--- config.mk ---
export PLATFORM = sky130hd
export DESIGN_NAME = controlador_acesso_4faixas
export DESIGN_NICKNAME = d
export VERILOG_FILES = /design/src/rtl/controlador_acesso_4faixas.sv
export SDC_FILE = /design/constraint.sdc
export NUM_CORES = 1
export LEC_CHECK = 0
export CORE_ASPECT_RATIO = 1.2
export CORE_UTILIZATION = 41
export DETAILED_ROUTE_END_ITERATION = 10
export GPL_TIMING_DRIVEN = 0
export PLACE_DENSITY = 0.81
export SLEW_MARGIN = 20
export SYNTH_ARGS = -nofsm -noshare
export SYNTH_HDL_FRONTEND = slang
export SYNTH_SLANG_ARGS = --single-unit
--- constraint.sdc ---
create_clock -name clk -period 2.05 [get_ports clk]
set_input_delay 0.41 -clock clk [delete_from_list [all_inputs] [get_ports clk]]
set_output_delay 0.41 -clock clk [all_outputs]
set_load 0.005 [all_outputs]
--- src/rtl/controlador_acesso_4faixas.sv ---
// Bus access controller: one-hot select in, per-region wait states, ack/err out.
// Optional macro CS_CHECK_EN: when defined, multi-bit selects go to ERROR.
// Ports: clk, rst_n, req, we, addr, wdata, cs, mem_rdata in;
//        mem_cs, mem_we, mem_addr, mem_wdata, rdata, ack, err, busy out.
module controlador_acesso_4faixas #(
  parameter logic [3:0] WAIT0 = 4'd0,
  parameter logic [3:0] WAIT1 = 4'd1,
  parameter logic [3:0] WAIT2 = 4'd2,
  parameter logic [3:0] WAIT3 = 4'd3
) (
  input  logic        clk,
  input  logic        rst_n,
  input  logic        req,
  input  logic        we,
  input  logic [15:0] addr,
  input  logic [7:0]  wdata,
  input  logic [3:0]  cs,
  input  logic [31:0] mem_rdata,
  output logic [3:0]  mem_cs,
  output logic        mem_we,
  output logic [9:0]  mem_addr,
  output logic [7:0]  mem_wdata,
  output logic [7:0]  rdata,
  output logic        ack,
  output logic        err,
  output logic        busy
);

  typedef enum logic [1:0] {
    IDLE,
    ACCESS,
    DONE,
    ERROR
  } state_e;

  state_e      state_q;
  logic [3:0]  cnt_q;
  logic [3:0]  sel_q;
  logic        we_q;
  logic [3:0]  mem_cs_q;
  logic        mem_we_q;
  logic [9:0]  mem_addr_q;
  logic [7:0]  mem_wdata_q;
  logic [7:0]  rdata_q;
  logic        ack_q;
  logic        err_q;
  logic        busy_q;

  logic [3:0]  sel_d;
  logic        valid_d;
  logic [3:0]  wait_d;
  logic [7:0]  lane_d;

  // Upper address bits only matter to the decoder upstream.
  logic        unused_addr;
  assign unused_addr = ^addr[15:10];

  always_comb begin
    // Isolate the lowest set bit of the select.
    sel_d = cs & (~cs + 4'd1);
`ifdef CS_CHECK_EN
    valid_d = (cs != 4'd0) &&
              ((cs & (cs - 4'd1)) == 4'd0);
`else
    valid_d = (cs != 4'd0);
`endif
    wait_d = 4'd0;
    unique case (1'b1)
      sel_d[0]: wait_d = WAIT0;
      sel_d[1]: wait_d = WAIT1;
      sel_d[2]: wait_d = WAIT2;
      sel_d[3]: wait_d = WAIT3;
      default:  wait_d = 4'd0;
    endcase
  end

  always_comb begin
    lane_d = 8'h00;
    unique case (1'b1)
      sel_q[0]: lane_d = mem_rdata[7:0];
      sel_q[1]: lane_d = mem_rdata[15:8];
      sel_q[2]: lane_d = mem_rdata[23:16];
      sel_q[3]: lane_d = mem_rdata[31:24];
      default:  lane_d = 8'h00;
    endcase
  end

  always_ff @(posedge clk or negedge rst_n) begin
    if (!rst_n) begin
      state_q     <= IDLE;
      cnt_q       <= 4'd0;
      sel_q       <= 4'd0;
      we_q        <= 1'b0;
      mem_cs_q    <= 4'd0;
      mem_we_q    <= 1'b0;
      mem_addr_q  <= 10'd0;
      mem_wdata_q <= 8'd0;
      rdata_q     <= 8'd0;
      ack_q       <= 1'b0;
      err_q       <= 1'b0;
      busy_q      <= 1'b0;
    end else begin
      unique case (state_q)
        IDLE: begin
          if (req) begin
            sel_q  <= sel_d;
            we_q   <= we;
            busy_q <= 1'b1;
            if (valid_d) begin
              state_q     <= ACCESS;
              cnt_q       <= wait_d;
              mem_cs_q    <= sel_d;
              mem_we_q    <= we;
              mem_addr_q  <= addr[9:0];
              mem_wdata_q <= wdata;
            end else begin
              state_q <= ERROR;
            end
          end
        end
        ACCESS: begin
          if (cnt_q == 4'd0) begin
            state_q  <= DONE;
            mem_cs_q <= 4'd0;
            mem_we_q <= 1'b0;
            ack_q    <= 1'b1;
            if (!we_q) rdata_q <= lane_d;
          end else begin
            cnt_q <= cnt_q - 4'd1;
          end
        end
        // Registered ack/err are raised on exit so they appear
        // one cycle after the sampling edge.
        ERROR: begin
          state_q <= DONE;
          ack_q   <= 1'b1;
          err_q   <= 1'b1;
          rdata_q <= 8'hFF;
        end
        DONE: begin
          state_q <= IDLE;
          ack_q   <= 1'b0;
          err_q   <= 1'b0;
          busy_q  <= 1'b0;
        end
        default: state_q <= IDLE;
      endcase
    end
  end

  assign mem_cs    = mem_cs_q;
  assign mem_we    = mem_we_q;
  assign mem_addr  = mem_addr_q;
  assign mem_wdata = mem_wdata_q;
  assign rdata     = rdata_q;
  assign ack       = ack_q;
  assign err       = err_q;
  assign busy      = busy_q;

endmodule

==> summary.txt <==
Route
  – Post-route DRC: 0
  – WL final: 5020 um
  – Routed wire per std cell: 13.8 um
  – Drt pass-1 iters: 4
  – Vias: 1,822
  – Initial DRC count: 110
  – Detail Route Antenna Nets: 0
  – Drt via density: 4.99

GRT
  – First-pass GRT wire length: 8340 um
  – Vias in the first global route: 1,837
  – Pin count of the biggest net entering global routing: 32
  – Initial antenna violation count: 0
  – Global route total overflow: 0
  – Gr usage total: 20.8%

Die
  – Row count: 27
  – Die Wd: 66.4 um
  – Die height: 79.3 um
  – Die ar.: between 5000 and 6000 um^2
  – Starting density of the core: 43.5%
  – IO Count: between 90 and 100
  – Core area: around 4700 um^2

Setup path
  – CP cell instances: clkdlybuf4s50_1, or4_1, buf_2, a2bb2oi_4, mux2_2
  – Critical Path Sink Type: flop
  – Crit-path slowest cell: or4_1
  – Max incr delay on CP: between 500 and 600 ps
  – Arrival @ worst endpoint: between 2000 and 2500 ps
  – Worst-path fanout max: 6
  – Data required, critical path: 2240 ps
  – Crit path max-delay family: buffers and inverters
  – Crit path buf inv count: 2
  – Setup CP Type: primary input to flop
  – Setup crit start kind: primary input

Final layout
  – Layout area overhead: 54.7%
  – # nets final: 372
  – Fraction of layout cells with a size suffix above 1: 7.82%
  – Post-route cell area: 3160 um^2
  – Antenna diodes: 0
  – Fill cells: 414
  – Leading cell type in the layout, fill and taps excluded: clkdlybuf4s50_1
  – Most frequent cells in the layout: clkdlybuf4s50_1, nand2_1, dfrtp_1, a22o_1, o211ai_1

CTS
  – Number of buffers inserted by hold repair at cts: 0
  – Sink Count: 45
  – Max Root-Sink Buffers: 2
  – Clock transition at the registers of the reported paths: 80 ps
  – Clk Latency, worst-skew pair: about 300 ps
  – Root Driver: clkbuf_8
  – H-tree levels: 2
  – Postcts setup bufs: 0
  – CTS tree: built
  – Cts repair resizes: 0
  – Cts bufs inserted: 5

Synth
  – Synth Area in Simple Gates: 20.3%
  – Post-synth EDFFs: 0
  – Dominant cells by area after synthesis: dfrtp_1, nand2_1, a22o_1
  – Post-synth ARST share: 100%
  – Adder-Cell Fraction of Synth Area: approximately 1.2%
  – Ys Warns: 0
  – Synth top area share: 55.1%
  – Sequential share of the synthesized area: 55.1%
  – Mean Syn Cell Area: slightly below 10 um^2
  – #FFs+latches synth: 45
  – Synth Area in Compound Gates: between 15 and 20%
  – Synth area leader: dfrtp_1
  – Post-Synthesis Cells: 207
  – XOR/XNOR Fraction of Synth Area: 0%
  – Post-synth design cell area: about 2000 um^2
  – Synth Net Count: 273
  – Cell variety after synth: 33
  – Top_reg_cell synth: dfrtp_1
  – Main combinational cell family by area after synthesis: simple AND/OR/NAND/NOR gates
  – Mux contribution to synthesized area: under 10%

STA
  – Final hold violations: 0
  – Setup_tns: 0 ps
  – Max Slew Vio Count: 0
  – Fmax: 515 MHz
  – Part of the cycle the worst path needs: a little over nine tenths
  – Clk_skew: 9.03 ps
  – Final Setup Violations: 0
  – RSZ-0062 raised after global routing: false
  – Clock period minus worst slack: 1940 ps
  – Worst-Margin Slew: 497 ps
  – Slew HR: about two thirds

Placed design
  – Area after DPL: 3040 um^2
  – HPWL after detailed placement: 3860 um
  – RD Place Congestion: 0.768
  – I/O Buffers: 91

Power
  – Pwr Total: 4.17 mW
  – Max VDD drop: about 0.79 mV
  – Static Leakage: 1.44 nW
  – Pwr/cell area: 1320 nW/um^2

Min path
  – Hold crit path type: primary input to asynchronous set/reset pin

Job
  – Max Cap Viol: 0

Status
  – Status: completed
## state kept, by name (all words and copies together), names as in the netlist, 2 cells and up
| register | cells |
|---|---|
| mem_cs | 4 |
| mem_addr | 10 |
| state_q | 2 |
| cnt_q | 4 |
| sel_q | 4 |
| rdata | 8 |
| mem_wdata | 8 |
## cell families after synthesis
| family | count (synthesis) |
|---|---|
| flip-flops | 45 |
| multiplexers | 2 |
| adder cells (fa/ha/maj) | 2 |
| AO/OA/AOI/OAI | 46 |
| AND/OR/NAND/NOR | 94 |
| buffers and inverters | 18 |
## final timing paths
path / start / end / slack, ps / cells after the start
min in group clk: mem_addr[9] / mem_addr[9] / 480 / 2
hold reg to reg: mem_addr[9] / mem_addr[9] / 480 / 2
hold / removal: rst_n / mem_wdata[7] / 10 / 1
setup reg to reg: cnt_q[0] / rdata[6] / 210 / 7
setup / recovery: cs[0] / cnt_q[1] / 110 / 5
max in group asynchronous: rst_n / mem_addr[6] / 1570 / 2
## stage by stage
step	utilization (%)	setup WS (ps)	hold WS, ps	cells
floorplan	-	358	114	207
global route	67.3	25.4	39.7	365
detailed placement	64.8	-198	342	357
CTS	67.2	73.7	18.6	365
finish	67.3	107	13.9	365
global placement	64.5	-609	456	356
## cells in the mapped netlist (2+ instances only)
cell	instances
a21o_1	3
a21oi_1	3
a221oi_1	8
a22o_1	9
buf_2	2
buf_4	2
buf_6	2
clkbuf_1	6
dfrtp_1	45
ha_1	2
inv_1	6
mux2_2	2
nand2_1	74
nand2b_1	3
nand3b_1	2
nor2_1	4
o211ai_1	9
o21ai_0	8
or3_1	3
## metal layers
metal / wire, um / global-route usage [%] / up-vias
li1: - / - / 906
met1: 2030 / 25.6 / 842
met2: 2510 / 35.6 / 66
met3: 419 / 5.17 / 8
met4: 70 / 5.96 / 0
met5: 0 / 0 / -
## final cells by class
type / instances / area, um^2 / area share, %
Clock inverter: 3 / 43.8 / 1.39
Inverter: 6 / 22.5 / 0.712
Buffer: 12 / 71.3 / 2.26
Timing Repair Buffer: 92 / 926 / 29.3
Clock buffer: 5 / 68.8 / 2.18
Multi-Input combinational cell: 144 / 831 / 26.3
Sequential cell: 45 / 1130 / 35.6
Tap cell: 58 / 72.6 / 2.30
## power by group
part           leakage (nW)  internal, mW  switching, mW  total (mW)
sequential            0.549          1.28          0.210        1.49
combinational         0.831          1.14          0.879        2.01
clock                0.0585         0.365          0.300       0.665
No activity file was read; power rests on OpenSTA's default activity.
